File: src/rtl/alu_pkg.sv
// Shared ALU definitions: operand width, op codes and flag bit positions.
package alu_pkg;

  localparam int unsigned DATA_W  = 32;
  localparam int unsigned CTRL_W  = 3;
  localparam int unsigned FLAGS_W = 3;

  // ALU op codes
  localparam logic [CTRL_W-1:0] ADD    = 3'b000;
  localparam logic [CTRL_W-1:0] SUB    = 3'b001;
  localparam logic [CTRL_W-1:0] AND_OR = 3'b010;
  localparam logic [CTRL_W-1:0] XOR    = 3'b011;
  localparam logic [CTRL_W-1:0] SRA    = 3'b100;
  localparam logic [CTRL_W-1:0] SLA    = 3'b101;
  localparam logic [CTRL_W-1:0] SRL    = 3'b110;
  localparam logic [CTRL_W-1:0] SLL    = 3'b111;

  // Flag bit indices
  localparam int unsigned FLAG_N = 0;
  localparam int unsigned FLAG_Z = 1;
  localparam int unsigned FLAG_V = 2;

endpackage

File: src/rtl/alu.sv
// Combinational ALU. sign selects the variant:
//   ADD/SUB : sign=1 -> V is signed overflow, sign=0 -> V is carry (ADD) / borrow (SUB)
//   AND_OR  : sign=0 -> AND, sign=1 -> OR
//   SLA     : V set when the result sign differs from the sign of src_a
//   others  : sign ignored, V=0
// Shift amount is src_b[4:0].
module alu
  import alu_pkg::*;
(
  input  logic [DATA_W-1:0]  src_a,
  input  logic [DATA_W-1:0]  src_b,
  input  logic               sign,
  input  logic [CTRL_W-1:0]  ctrl,
  output logic [DATA_W-1:0]  result,
  output logic [FLAGS_W-1:0] flags
);

  logic [DATA_W:0] sum;
  logic [DATA_W:0] diff;
  logic [4:0]      shamt;
  logic            ovf;

  // Operation select plus N/Z/V flag generation
  always_comb begin
    sum    = {1'b0, src_a} + {1'b0, src_b};
    diff   = {1'b0, src_a} - {1'b0, src_b};
    shamt  = src_b[4:0];
    result = '0;
    ovf    = 1'b0;
    case (ctrl)
      ADD: begin
        result = sum[DATA_W-1:0];
        ovf    = sign ? ((src_a[DATA_W-1] == src_b[DATA_W-1]) &&
                         (sum[DATA_W-1] != src_a[DATA_W-1]))
                      : sum[DATA_W];
      end
      SUB: begin
        result = diff[DATA_W-1:0];
        ovf    = sign ? ((src_a[DATA_W-1] != src_b[DATA_W-1]) &&
                         (diff[DATA_W-1] != src_a[DATA_W-1]))
                      : diff[DATA_W];
      end
      AND_OR: result = sign ? (src_a | src_b) : (src_a & src_b);
      XOR:    result = src_a ^ src_b;
      SRA:    result = $signed(src_a) >>> shamt;
      SLA: begin
        result = src_a << shamt;
        ovf    = result[DATA_W-1] != src_a[DATA_W-1];
      end
      SRL:    result = src_a >> shamt;
      default: result = src_a << shamt;
    endcase
    flags         = '0;
    flags[FLAG_N] = result[DATA_W-1];
    flags[FLAG_Z] = (result == '0);
    flags[FLAG_V] = ovf;
  end

endmodule

File: src/rtl/alu_arbiter.sv
// Round-robin arbiter sharing one ALU between NUM_REQ requesters.
// One op in flight: IDLE (grant/capture) -> EXEC (ALU) -> RESP (hold until ack).
module alu_arbiter
  import alu_pkg::*;
#(
  parameter int unsigned NUM_REQ = 2
) (
  input  logic                       clk_i,
  input  logic                       rst_ni,
  input  logic [NUM_REQ-1:0]         req_valid_i,
  output logic [NUM_REQ-1:0]         req_ready_o,
  input  logic [DATA_W*NUM_REQ-1:0]  req_src_a_i,
  input  logic [DATA_W*NUM_REQ-1:0]  req_src_b_i,
  input  logic [NUM_REQ-1:0]         req_sign_i,
  input  logic [CTRL_W*NUM_REQ-1:0]  req_ctrl_i,
  output logic [NUM_REQ-1:0]         resp_valid_o,
  input  logic [NUM_REQ-1:0]         resp_ready_i,
  output logic [DATA_W-1:0]          resp_result_o,
  output logic [FLAGS_W-1:0]         resp_flags_o,
  output logic                       busy_o
);

  localparam int unsigned IDX_W = (NUM_REQ > 1) ? $clog2(NUM_REQ) : 1;

  typedef enum logic [1:0] {
    IDLE = 2'd0,
    EXEC = 2'd1,
    RESP = 2'd2
  } state_t;

  // First valid requester at or after ptr, wrapping at NUM_REQ
  function automatic logic [IDX_W-1:0] rr_pick(input logic [NUM_REQ-1:0] valid,
                                               input logic [IDX_W-1:0]   ptr);
    logic [IDX_W-1:0] pick;
    logic             found;
    int unsigned      idx;
    pick  = ptr;
    found = 1'b0;
    for (int unsigned i = 0; i < NUM_REQ; i++) begin
      idx = (int'(ptr) + i) % NUM_REQ;
      if (!found && valid[IDX_W'(idx)]) begin
        pick  = IDX_W'(idx);
        found = 1'b1;
      end
    end
    return pick;
  endfunction

  state_t               state;
  logic [IDX_W-1:0]     rr_ptr;
  logic [IDX_W-1:0]     gnt_q;
  logic [DATA_W-1:0]    a_q;
  logic [DATA_W-1:0]    b_q;
  logic                 sign_q;
  logic [CTRL_W-1:0]    ctrl_q;
  logic [NUM_REQ-1:0]   resp_valid_q;
  logic [DATA_W-1:0]    result_q;
  logic [FLAGS_W-1:0]   flags_q;

  logic [IDX_W-1:0]     gnt;
  logic                 grant_en;
  logic [NUM_REQ-1:0]   gnt_oh;
  logic [NUM_REQ-1:0]   gnt_q_oh;
  logic [DATA_W-1:0]    alu_result;
  logic [FLAGS_W-1:0]   alu_flags;

  // Grant decode; ready is suppressed while reset is asserted so no pulse escapes
  always_comb begin
    gnt         = rr_pick(req_valid_i, rr_ptr);
    grant_en    = rst_ni && (state == IDLE) && (|req_valid_i);
    gnt_oh      = {{(NUM_REQ-1){1'b0}}, 1'b1} << gnt;
    gnt_q_oh    = {{(NUM_REQ-1){1'b0}}, 1'b1} << gnt_q;
    req_ready_o = grant_en ? gnt_oh : '0;
  end

  alu u_alu (
    .src_a  (a_q),
    .src_b  (b_q),
    .sign   (sign_q),
    .ctrl   (ctrl_q),
    .result (alu_result),
    .flags  (alu_flags)
  );

  // Arbitration FSM with operand capture and response holding
  always_ff @(posedge clk_i) begin
    if (!rst_ni) begin
      state        <= IDLE;
      rr_ptr       <= '0;
      gnt_q        <= '0;
      a_q          <= '0;
      b_q          <= '0;
      sign_q       <= 1'b0;
      ctrl_q       <= '0;
      resp_valid_q <= '0;
      result_q     <= '0;
      flags_q      <= '0;
    end else begin
      case (state)
        IDLE: begin
          if (grant_en) begin
            gnt_q  <= gnt;
            a_q    <= req_src_a_i[int'(gnt)*DATA_W +: DATA_W];
            b_q    <= req_src_b_i[int'(gnt)*DATA_W +: DATA_W];
            sign_q <= req_sign_i[gnt];
            ctrl_q <= req_ctrl_i[int'(gnt)*CTRL_W +: CTRL_W];
            state  <= EXEC;
          end
        end
        EXEC: begin
          result_q     <= alu_result;
          flags_q      <= alu_flags;
          resp_valid_q <= gnt_q_oh;
          state        <= RESP;
        end
        RESP: begin
          if (resp_ready_i[gnt_q]) begin
            resp_valid_q <= '0;
            rr_ptr       <= (gnt_q == IDX_W'(NUM_REQ-1)) ? '0 : gnt_q + IDX_W'(1);
            state        <= IDLE;
          end
        end
        default: state <= IDLE;
      endcase
    end
  end

  assign resp_valid_o  = resp_valid_q;
  assign resp_result_o = result_q;
  assign resp_flags_o  = flags_q;
  assign busy_o        = (state != IDLE);

endmodule
File: config.mk
export PLATFORM = sky130hd
export DESIGN_NAME = alu_arbiter
export DESIGN_NICKNAME = d
export VERILOG_FILES = /design/src/rtl/alu_pkg.sv /design/src/rtl/alu.sv /design/src/rtl/alu_arbiter.sv
export SDC_FILE = /design/constraint.sdc
export NUM_CORES = 1
export LEC_CHECK = 0
export ABC_CLOCK_PERIOD_IN_PS = 9710
export CAP_MARGIN = 25
export CORE_MARGIN = 4
export CORE_UTILIZATION = 50
export CTS_CLUSTER_DIAMETER = 40
export DETAILED_ROUTE_END_ITERATION = 8
export PLACE_DENSITY = 0.73
export SYNTH_ARGS = -nofsm -noshare
export SYNTH_HDL_FRONTEND = slang
export SYNTH_SLANG_ARGS = --single-unit
File: constraint.sdc
create_clock -name clk_i -period 9.71 [get_ports clk_i]
set_input_delay 0.971 -clock clk_i [delete_from_list [all_inputs] [get_ports clk_i]]
set_output_delay 0.971 -clock clk_i [all_outputs]
set_load 0.02 [all_outputs]
==> results of run 1 <==
==> layout make-up <==
| cell class | instances | share of cell area |
|---|---|---|
| timing repair buffer | 222 | 0.129 |
| tap | 378 | 0.0287 |
| clock inverter | 5 | 0.00266 |
| multi-input combinational | 1576 | 0.668 |
| inverter | 108 | 0.0247 |
| clock buffer | 11 | 0.0147 |
| sequential | 108 | 0.132 |
==> power groups by stage <==
stage,sequential (mW),clock (mW),combinational (mW)
2_1_floorplan,0.551,0,0.900
3_3_place_gp,0.579,0,1.31
5_1_grt,0.582,0.415,1.46
6_report,0.576,0.396,1.38
4_1_cts,0.571,0.404,1.32
3_5_place_dp,0.582,0,1.32
==> flip-flops by register name (all words and copies together) (netlist names), 2 cells and up <==
register       cells
ctrl_q             3
b_q               32
resp_flags_o       3
resp_valid_o       2
resp_result_o     31
a_q               32
state              2
==> kinds of logic after synthesis <==
logic type	count (synthesis)	synth area share
AO/OA/AOI/OAI	650	0.304
XOR/XNOR	15	0.00915
flip-flops	108	0.151
buffers and inverters	292	0.0847
adder cells (fa/ha/maj)	106	0.0933
AND/OR/NAND/NOR	617	0.197
multiplexers	188	0.162
==> per-stage QoR <==
| step | utilization | std cells | cell area [sq um] |
|---|---|---|---|
| final | 0.587 | 2408 | 16500 |
| after global routing | 0.587 | 2408 | 16500 |
| after CTS | 0.587 | 2408 | 16500 |
| after detailed placement | 0.576 | 2392 | 16200 |
| after global placement | 0.576 | 2392 | 16200 |
| after floorplan | - | 1976 | 14400 |
==> path summary, 6_finish.rpt <==
| check | cells past startpoint | slack [ns] | start | to |
|---|---|---|---|---|
| worst max-delay path | 15 | 4.38 | b_q[3] | resp_flags_o[1] |
| worst min-delay path | 2 | 0.46 | resp_result_o[24] | resp_result_o[24] |
| worst max register to register | 15 | 4.38 | b_q[3] | resp_flags_o[1] |
| worst min register to register | 2 | 0.46 | resp_result_o[24] | resp_result_o[24] |
==> worst max-delay path, cell delays in order (launching register included) <==
cell	delay, ns
dfxtp_2	0.32
buf_4	0.66
clkinv_1	0.15
buf_4	0.30
ha_1	0.49
o21ai_0	0.11
a21oi_1	0.28
a31oi_1	0.23
a21bo_1	0.28
a2111oi_0	0.78
nor3b_1	0.21
xnor2_1	0.18
a221oi_1	0.42
o2111a_1	0.27
nand4b_1	0.11
o41ai_2	0.33
==> placed cells by master, fill, tap and decap left out, types with 10 or more instances in the layout <==
cell type,netlist,final
a211oi_1,115,115
a21o_1,14,14
a21oi_1,160,160
a221o_1,13,13
a221oi_1,19,19
a31oi_1,30,30
buf_4,6,41
clkdlybuf4s50_1,0,181
dfxtp_1,108,102
ha_1,103,103
inv_1,98,98
mux2_2,16,16
mux2i_1,135,135
mux4_2,33,33
nand2_1,152,152
nand2b_1,28,28
nand3_1,30,30
nand4_1,18,18
nor2_1,258,257
nor2b_1,18,17
nor3_1,42,40
o211ai_1,25,25
o21ai_0,103,103
o21ai_1,16,16
o221ai_1,22,22
o22ai_1,17,17
o31ai_1,22,22
or3_1,10,10
xnor2_1,14,14
==> per-layer routing <==
metal  up-vias  track usage  part of all wire
met4         0        0.182             0.056
met5         -            0                 0
met1      7780        0.542              0.39
met2      1282        0.586              0.42
li1       7379            -                 -
met3       272        0.106              0.14
==> results.json, run 1 <==
{
  "powerDensity_nw_per_um2": 142,
  "setup_violations": 0,
  "synth.yosys.warnings": 0,
  "synthesis.area_sq_um": 14400,
  "diodes": 0,
  "ios": 182,
  "numCtsBuffers": 9,
  "syn_to_final_growth_pct": 14.8,
  "worst_ep_required_time_ns": 9.99,
  "initial_core_util": 0.511,
  "synth_top_area_frac": 0.151,
  "whs_ns": 0.457,
  "fill_cells": 2709,
  "synth_largest_area_cell": "dfxtp_1",
  "leakagePower_nw": 5.99,
  "dr.first_iter.drc_count": 2585,
  "p_total_mw": 2.35,
  "cts_resized": 0,
  "cts_max_level": 3,
  "p_clk_frac": 0.169,
  "cts_setup_buffers": 0,
  "cts_tree": "yes",
  "swShare": 0.496,
  "cts_root_buffer": "clkbuf_16",
  "path_clk_slew_ns": 0.09,
  "slew_headroom": 0.303,
  "grt_max_degree": 92,
  "viasPerCell": 6.94,
  "ys_types": 91,
  "numClockSinks": 108,
  "rsz0062_at_grt": "no",
  "vias": 16700,
  "final-max-slew-violation-count": 0,
  "multi_input_area_sq_um": 11000,
  "hold_violations": 0,
  "synthArstFlopShare": 0,
  "synthTopCellsByCount": "nor2_1 (258), a21oi_1 (160), nand2_1 (152)",
  "core-area_sq_um": 28100,
  "wl_mm": 64.9,
  "max_freq_ghz": 0.187,
  "synth_cells": 1976,
  "nets": 2272,
  "synth-edff-count": 0,
  "antenna_found_initial": 0,
  "criticalPathCategory": "reg2reg",
  "dr.pass1.iters": 7,
  "fin_ws_ns": 4.38,
  "synth-main-ff-cell": "dfxtp_1",
  "die_w_um": 177,
  "p_sw_mw": 1.16,
  "seq_area_sq_um": 2180,
  "seq_power_share": 0.245,
  "tightest_slew_ns": 1.04,
  "grt_pass1_vias": 15600,
  "wl_per_cell_um": 26.9,
  "internal_power_mw": 1.18,
  "clk_path_buf_depth": 2,
  "track_usage": 0.398,
  "fin_crit_sh": 0.549,
  "cts_hold_buf": 0,
  "fin_setup_tns_ns": 0,
  "yosysMostFrequentCell": "nor2_1",
  "insertion_delay_ns": 0.38,
  "end_kind": "flop",
  "fin_skew_ns": 0.0218,
  "portBuffers": 181,
  "crit_path_start_kind": "flop",
  "min_period_ns": 5.33,
  "peakVddDrop_v": 0.0000970,
  "synth_nets": 2223,
  "comb_power_share": 0.586,
  "die_h_um": 177,
  "crit_arrival_ns": 5.62,
  "status": "finished, final reports clean",
  "die_area_sq_um": 31500,
  "place.detailed.hpwl_mm": 49.6,
  "final_layout_size_suffix_gt1_frac": 0.0714,
  "row_count": 61,
  "gp_congestion": 1.13,
  "postRouteAntennaNets": 0,
  "ys_top_cells_by_area": "dfxtp_1 (15%), mux2i_1 (9.4%), ha_1 (9.0%), nor2_1 (6.7%), a211oi_1 (6.0%)",
  "maxCapViolations": 0,
  "route.detailed.drc": 0,
  "seq_area_frac_synth": 0.151,
  "path_max_fanout": 79,
  "avgSynthCellArea_sq_um": 7.27,
  "grt_pass1_wl_mm": 96.1,
  "gr-total-overflow": 0,
  "synth-seq-cells": 108,
  "worst_hold_path_type": "reg2reg",
  "dp_slack_ns": 4.64
}
No activity file was read; power rests on OpenSTA's default activity.
==> inputs of run 2 (changes only) <==
--- a/config.mk
+++ b/config.mk
@@ -5,7 +5,7 @@
 export SDC_FILE = /design/constraint.sdc
 export NUM_CORES = 1
 export LEC_CHECK = 0
-export ABC_CLOCK_PERIOD_IN_PS = 9710
+export ABC_CLOCK_PERIOD_IN_PS = 5000
 export CAP_MARGIN = 25
 export CORE_MARGIN = 4
 export CORE_UTILIZATION = 50
==> constraint.sdc (replaced) <==
create_clock -name clk_i -period 5 [get_ports clk_i]
set_input_delay 0.5 -clock clk_i [delete_from_list [all_inputs] [get_ports clk_i]]
set_output_delay 0.5 -clock clk_i [all_outputs]
set_load 0.02 [all_outputs]
==> run 2 against run 1 <==
- register-to-register slack worse by 4.1 ns
- critical endpoint unchanged
- clock skew down 0.0093 ns
- combinational power up 110%
- fmax up 14%
==> results.json, run 2 (synthesis results as in run 1) <==
{
  "numCtsBuffers": 9,
  "swShare": 0.490,
  "holdPathStages": 2,
  "peakVddDrop_v": 0.000164,
  "worst_hold_path_type": "reg2reg",
  "seq_power_share": 0.230,
  "rsz0062_at_grt": "no",
  "fin_setup_tns_ns": 0,
  "p_sw_mw": 2.33,
  "powerDensity_nw_per_um2": 278,
  "slew_headroom": 0.247,
  "grt_max_degree": 125,
  "viasPerCell": 7.00,
  "comb_power_share": 0.602,
  "fin_util": 0.607,
  "crit_arrival_ns": 4.98,
  "insertion_delay_ns": 0.39,
  "wl_mm": 68.9,
  "numClockSinks": 108,
  "maxCapViolations": 0,
  "p_clk_frac": 0.168,
  "reg2reg_from": "b_q[0]",
  "grt_pass1_vias": 15700,
  "antenna_found_initial": 0,
  "die_area_sq_um": 31500,
  "rr_worst_depth": 14,
  "cts_resized": 0,
  "final_cell_mix": "nor2_1 (257), clkdlybuf4s50_1 (181), a21oi_1 (160), nand2_1 (152), mux2i_1 (135)",
  "tightest_slew_ns": 1.13,
  "fin_skew_ns": 0.0126,
  "criticalPathCategory": "reg2reg",
  "internal_power_mw": 2.42,
  "min_period_ns": 4.70,
  "crit_path_start_kind": "flop",
  "cts_hold_buf": 0,
  "gp_congestion": 1.11,
  "final_common_cell": "nor2_1",
  "final-max-slew-violation-count": 0,
  "gr-total-overflow": 0,
  "portBuffers": 181,
  "wl_per_cell_um": 27.8,
  "whs_ns": 0.469,
  "ios": 182,
  "die_h_um": 177,
  "cts_tree": "yes",
  "leakagePower_nw": 6.35,
  "dr.pass1.iters": 6,
  "final_layout_size_suffix_gt1_frac": 0.102,
  "postRouteAntennaNets": 0,
  "place.detailed.hpwl_mm": 54.0,
  "cts_root_buffer": "clkbuf_16",
  "diodes": 0,
  "path_max_fanout": 29,
  "core-area_sq_um": 28100,
  "worst_ep_required_time_ns": 5.28,
  "grt_pass1_wl_mm": 101,
  "fin_crit_sh": 0.940,
  "route.detailed.drc": 0,
  "syn_to_final_growth_pct": 18.8,
  "status": "finished, final reports clean",
  "clk_path_buf_depth": 2,
  "path_clk_slew_ns": 0.09,
  "fill_cells": 2602,
  "dr.first_iter.drc_count": 2899,
  "hp-start": "resp_result_o[30]",
  "p_total_mw": 4.75,
  "die_w_um": 177,
  "max_freq_ghz": 0.213,
  "row_count": 61,
  "cts_max_level": 3,
  "startpoint": "b_q[0]",
  "hold_violations": 0,
  "setup_violations": 0,
  "vias": 17300,
  "end_kind": "flop",
  "r2r_slack_ns": 0.30,
  "initial_core_util": 0.511,
  "cts_setup_buffers": 0,
  "nets": 2342,
  "track_usage": 0.423
}
==> run 2: layout make-up <==
type / count / area, sq um / area share
clock buffers: 12 / 278 / 0.0163
clock inverters: 4 / 35.0 / 0.00205
inverters: 108 / 407 / 0.0238
multi-input cells: 1576 / 11000 / 0.646
flip-flops and latches: 108 / 2180 / 0.128
well taps: 378 / 473 / 0.0277
repair buffers: 292 / 2670 / 0.157
==> run 2: power groups by stage <==
stage | clock [mW] | sequential (mW) | combinational [mW]
5_1_grt | 0.838 | 1.10 | 3.00
4_1_cts | 0.807 | 1.08 | 2.73
3_3_place_gp | 0 | 1.10 | 2.69
6_report | 0.799 | 1.09 | 2.86
3_5_place_dp | 0 | 1.10 | 2.72
2_1_floorplan | 0 | 1.07 | 1.75
==> run 2: final timing paths <==
check / to
setup / recovery: resp_flags_o[1]
hold / removal: resp_result_o[30]
setup reg to reg: resp_flags_o[1]
hold reg to reg: resp_result_o[30]
==> run 2: layer usage <==
| metal | GRT usage | up-vias | wire [um] | share of wire |
|---|---|---|---|---|
| li1 | - | 7526 | - | - |
| met2 | 0.632 | 1418 | 28900 | 0.42 |
| met1 | 0.572 | 8128 | 26400 | 0.38 |
| met5 | 0 | - | 0 | 0 |
| met4 | 0.190 | 0 | 3980 | 0.058 |
| met3 | 0.111 | 268 | 9660 | 0.14 |
==> run 2: critical path, stage by stage, from the launching register on <==
cell	delay (ns)
dfxtp_4	0.59
ha_1	0.27
inv_1	0.07
fa_1	0.41
nand2b_1	0.20
a21oi_1	0.32
a31oi_1	0.24
a21bo_1	0.29
a2111oi_0	0.67
nor3b_1	0.18
xnor2_1	0.17
a221oi_1	0.42
o2111a_1	0.27
nand4b_1	0.11
o41ai_2	0.38
==> run 2: stage by stage <==
| step | cell area [sq um] | cells | setup slack, ns |
|---|---|---|---|
| 6_report | 17100 | 2478 | 0.302 |
| 5_1_grt | 17100 | 2478 | 0.0904 |
| 4_1_cts | 17100 | 2478 | 0.432 |
| 3_5_place_dp | 16700 | 2462 | 0.449 |
| 3_3_place_gp | 16700 | 2461 | 0.623 |
| 2_1_floorplan | 14400 | 1976 | 0.608 |
